--- src/rtl/addsub_arbiter.sv ---
// Two-requester arbiter sharing one 32-bit add/subtract unit, with a tagged response channel.
// Optional signed-overflow output is enabled by defining ADDSUB_ARB_OVF_EN.

module addsub_unit (
  input  logic [31:0] a,
  input  logic [31:0] b,
  input  logic        sub,
`ifdef ADDSUB_ARB_OVF_EN
  output logic        ovf,
`endif
  output logic [31:0] sum
);
  logic [31:0] bx;

  always_comb begin
    bx  = b ^ {32{sub}};
    sum = a + bx + {31'b0, sub};
`ifdef ADDSUB_ARB_OVF_EN
    ovf = (a[31] == bx[31]) && (sum[31] != a[31]);
`endif
  end
endmodule

module addsub_arbiter #(
  parameter bit RR_EN = 1'b1
) (
  input  logic        clk,
  input  logic        rst,
  input  logic        req0_valid,
  output logic        req0_ready,
  input  logic [31:0] req0_a,
  input  logic [31:0] req0_b,
  input  logic        req0_sub,
  input  logic        req1_valid,
  output logic        req1_ready,
  input  logic [31:0] req1_a,
  input  logic [31:0] req1_b,
  input  logic        req1_sub,
  output logic        rsp_valid,
  input  logic        rsp_ready,
  output logic        rsp_id,
`ifdef ADDSUB_ARB_OVF_EN
  output logic        rsp_ovf,
`endif
  output logic [31:0] rsp_sum
);
  typedef enum logic [1:0] {S_IDLE, S_EXEC, S_RESP} state_t;

  state_t      state_q, state_d;
  logic [31:0] a_q, a_d, b_q, b_d, sum_q, sum_d;
  logic        sub_q, sub_d, id_q, id_d, rsp_id_q, rsp_id_d, last_id_q, last_id_d;
  logic [31:0] unit_sum;
  logic        grant_id, accept;
`ifdef ADDSUB_ARB_OVF_EN
  logic        ovf_q, ovf_d, unit_ovf;
`endif

  addsub_unit u_unit (
    .a   (a_q),
    .b   (b_q),
    .sub (sub_q),
`ifdef ADDSUB_ARB_OVF_EN
    .ovf (unit_ovf),
`endif
    .sum (unit_sum)
  );

  always_comb begin
    state_d   = state_q;
    a_d       = a_q;
    b_d       = b_q;
    sub_d     = sub_q;
    id_d      = id_q;
    sum_d     = sum_q;
    rsp_id_d  = rsp_id_q;
    last_id_d = last_id_q;
`ifdef ADDSUB_ARB_OVF_EN
    ovf_d     = ovf_q;
`endif
    // A lone requester always wins; a tie goes to whoever did not win last (RR) or to requester 0.
    if (RR_EN) grant_id = (req0_valid && req1_valid) ? ~last_id_q : req1_valid;
    else       grant_id = ~req0_valid;
    accept     = (state_q == S_IDLE) && (req0_valid || req1_valid);
    req0_ready = !rst && accept && !grant_id;
    req1_ready = !rst && accept && grant_id;

    case (state_q)
      S_IDLE: begin
        if (accept) begin
          a_d       = grant_id ? req1_a : req0_a;
          b_d       = grant_id ? req1_b : req0_b;
          sub_d     = grant_id ? req1_sub : req0_sub;
          id_d      = grant_id;
          last_id_d = grant_id;
          state_d   = S_EXEC;
        end
      end
      S_EXEC: begin
        sum_d    = unit_sum;
        rsp_id_d = id_q;
`ifdef ADDSUB_ARB_OVF_EN
        ovf_d    = unit_ovf;
`endif
        state_d  = S_RESP;
      end
      S_RESP: begin
        if (rsp_ready) state_d = S_IDLE;
      end
      default: state_d = S_IDLE;
    endcase
  end

  always_ff @(posedge clk) begin
    if (rst) begin
      state_q   <= S_IDLE;
      a_q       <= '0;
      b_q       <= '0;
      sub_q     <= 1'b0;
      id_q      <= 1'b0;
      sum_q     <= '0;
      rsp_id_q  <= 1'b0;
      last_id_q <= 1'b1;
`ifdef ADDSUB_ARB_OVF_EN
      ovf_q     <= 1'b0;
`endif
    end else begin
      state_q   <= state_d;
      a_q       <= a_d;
      b_q       <= b_d;
      sub_q     <= sub_d;
      id_q      <= id_d;
      sum_q     <= sum_d;
      rsp_id_q  <= rsp_id_d;
      last_id_q <= last_id_d;
`ifdef ADDSUB_ARB_OVF_EN
      ovf_q     <= ovf_d;
`endif
    end
  end

  assign rsp_valid = (state_q == S_RESP);
  assign rsp_sum   = sum_q;
  assign rsp_id    = rsp_id_q;
`ifdef ADDSUB_ARB_OVF_EN
  assign rsp_ovf   = ovf_q;
`endif
endmodule

--- config.mk ---
export PLATFORM = sky130hd
export DESIGN_NAME = addsub_arbiter
export DESIGN_NICKNAME = d
export VERILOG_FILES = /design/src/rtl/addsub_arbiter.sv
export SDC_FILE = /design/constraint.sdc
export NUM_CORES = 1
export LEC_CHECK = 0
export ABC_AREA = 1
export CAP_MARGIN = 20
export CORE_MARGIN = 5
export CORE_UTILIZATION = 45
export CTS_BUF_LIST = sky130_fd_sc_hd__clkbuf_4 sky130_fd_sc_hd__clkbuf_8
export DETAILED_ROUTE_END_ITERATION = 6
export GPL_ROUTABILITY_DRIVEN = 0
export PLACE_DENSITY = 0.75
export SLEW_MARGIN = 20
export SYNTH_ARGS = -nofsm -noshare
export SYNTH_HDL_FRONTEND = slang
export SYNTH_SLANG_ARGS = --single-unit
--- constraint.sdc ---
create_clock -name clk -period 6.4 [get_ports clk]
set_input_delay 0.64 -clock clk [delete_from_list [all_inputs] [get_ports clk]]
set_output_delay 0.64 -clock clk [all_outputs]
set_load 0.02 [all_outputs]
==> run summary <==
grt ovf: 0
CP endpoint: req0_ready
Crit Reg-Reg Startpoint: sub_q
CTS clk-pin slew, worst paths: 0.09 ns
switching pwr: 0.841 mW
reg2reg end: rsp_sum[21]
worst-path maximum fanout: 66
starting DRC count in detailed routing: 449
layout cells sized above 1: 5.31%
power per cell area: 243 nW/um2
Worst setup EP type: output port
final antenna-violating net count: 0
largest net degree at the start of global routing: 95
Routed WL: 18600 um
top-area cell type share of the netlist area: 30.6%
number of port buffers: 170
Netlist cell types: 32
Final #Nets: 1350
syn avg cell area: 6.40 um2
max cap viols: 0
final worst-path cycle share: 58.9%
final setup fails: 0
Final Hold Viols: 0
# hold bufs at CTS: 0
RSZ-0062 raised after global routing: false
Clock Power Share: 18.4%
placed cells: 1354
Internal: 1.25 mW
switching part of the total: 40.2%
Die Ht: 132 um
cells after synthesis: 1044
WL per Instance: 13.6 um
CTS Sinks: 102
Gate power share: 44.3%
total CTS buffers: 9
Remaining DRCs: 0
Mapped Area: 6680 um2
flop-to-flop setup slack: 3.50 ns
yosys warns: 0
Hold Path Stages: 2
Period minus WS final: 3.77 ns
worst slew pin tran: 0.909 ns
Sequential Power Share: 37.2%
share of the yosys chip area belonging to registers: 30.6%
Max Freq: 265 MHz
Initial DRT Pass Iterations: 5
fin cells: 1370
all-layer global routing usage: 21.0%
top cells by area, synth: dfxtp_1 (31%), nand2_1 (17%), o21ai_0 (6.9%), inv_1 (6.9%), ha_1 (6.2%)
CTS max path bufs: 2
crit path DAT: 3.13 ns
startpoint types: primary input
# Post-CTS Setup Buffers: 0
antenna cells: 0
vias in the first global route: 6367
num rows: 44
Setup Skew: 0.0109 ns
initial antenna violation count: 0
clock tree from TritonCTS: done
Leak Pwr: 4.17 nW
Setup TNS: 0 ns
Starting Density: 46.0%
post_cts resized: 0
Final Hold Slack: 0.464 ns
DR vias: 6782
cells on worst reg2reg path: 14
Multi-input gate area: 3950 um2
worst IR drop on VDD: 0.112 mV
worst min path class: reg -> reg
post-synth top area cell: dfxtp_1
DIE AREA: 17400 um2
critical path class: in -> out
worst rel slew slack: 39.3%
Ports: 171
htree depth: 3
P&R area growth vs syn: 29.0%
crit path launch: req0_valid
FILL cells: 1401
worst skew pair latency: 0.39 ns
DP HPWL: 14500 um
die width: 132 um
syn_nets: 1213
Req. time, crit path: 5.76 ns
status: finished, final reports clean
global-route wire length before repair: 30400 um
Core Box Area: 14500 um2
post-synthesis register bit count: 102
Slew Viols, Final: 0
Root Driver: clkbuf_8
Via-to-Cell Ratio: 4.95
register area: 2040 um2
## sequential cells by signal, indices dropped and copies added, names as in the netlist
signal,flops
b_q,32
last_id_q,1
state_q,2
rsp_sum,32
id_q,1
a_q,32
rsp_id,1
sub_q,1
## worst min path at each step
stage                    from   endpoint  slack, ns
detailed placement       id_q       id_q       0.45
CTS                      id_q       id_q       0.47
global placement         id_q       id_q       0.45
finish                   id_q       id_q       0.46
global route             id_q       id_q       0.51
floorplan           last_id_q  last_id_q       0.43
## through the flow
stage | area, um2 | utilization [%] | setup WS [ns] | total power, mW
2_1_floorplan | 6680 | - | 4.24 | 1.41
3_3_place_gp | 8440 | 58.1 | 2.71 | 1.70
3_5_place_dp | 8440 | 58.1 | 2.68 | 1.71
4_1_cts | 8620 | 59.3 | 2.67 | 2.10
5_1_grt | 8620 | 59.3 | 2.43 | 2.25
6_report | 8620 | 59.3 | 2.63 | 2.09
## placed cells by master (no fill, tap or decap), types with 10 or more instances in the layout
master,instances
nand2_1,304
clkdlybuf4s50_1,170
inv_1,120
dfxtp_1,101
nor2_1,97
o21ai_0,92
a31oi_1,65
xor2_1,41
a21oi_1,37
nand3_1,37
ha_1,33
nand2_2,16
o21ai_1,10
clkbuf_8,10
## critical path, stage by stage
cell and delay, ns:
clkdlybuf4s50_1 0.49, nand2_1 0.07, nand2_2 0.05, buf_4 0.53, inv_2 0.35, nor3_1 0.27, clkdlybuf4s50_1 0.64
## synth_stat cells (all sizes together)
library cell and count:
nand2 321, inv 126, nor2 105, o21ai 103, dfxtp 102, a31oi 65
xor2 41, a21oi 40, nand3 40, ha 33, clkbuf 29, buf 20
o21bai 6, nor3 4, xnor2 3, nand4 2, clkinv 1, fa 1
nor4 1, o211ai 1
## metal layers
layer  global-route usage [%]  share of wire, %
met4                     6.40               1.6
met5                        0                 0
met1                     29.7                50
met2                     31.5                42
met3                     5.34               7.2
## power by group through the flow
| stage | logic, mW | clock network, mW | registers [mW] |
|---|---|---|---|
| after floorplan | 0.609 | 0 | 0.798 |
| after global placement | 0.908 | 0 | 0.793 |
| after detailed placement | 0.919 | 0 | 0.793 |
| after CTS | 0.924 | 0.395 | 0.779 |
| after global routing | 1.04 | 0.423 | 0.789 |
| final | 0.928 | 0.386 | 0.778 |
## area by class of cell
type,count,area share [%]
Clock inverter,3,0.232
Timing Repair Buffer,175,20.2
Inverter,127,5.53
Multi-Input combinational cell,766,45.8
Tap cell,184,2.67
Clock buffer,13,1.86
Sequential cell,102,23.7
## kinds of logic after synthesis
logic type | Yosys count | synth area share, %
xor+xnor | 44 | 5.77
buf+inv | 176 | 10.4
simple gates | 473 | 29.0
compound gates | 215 | 17.8
fa+ha+maj | 34 | 6.48
flops | 102 | 30.6
Power figures use the tool's default switching activity.
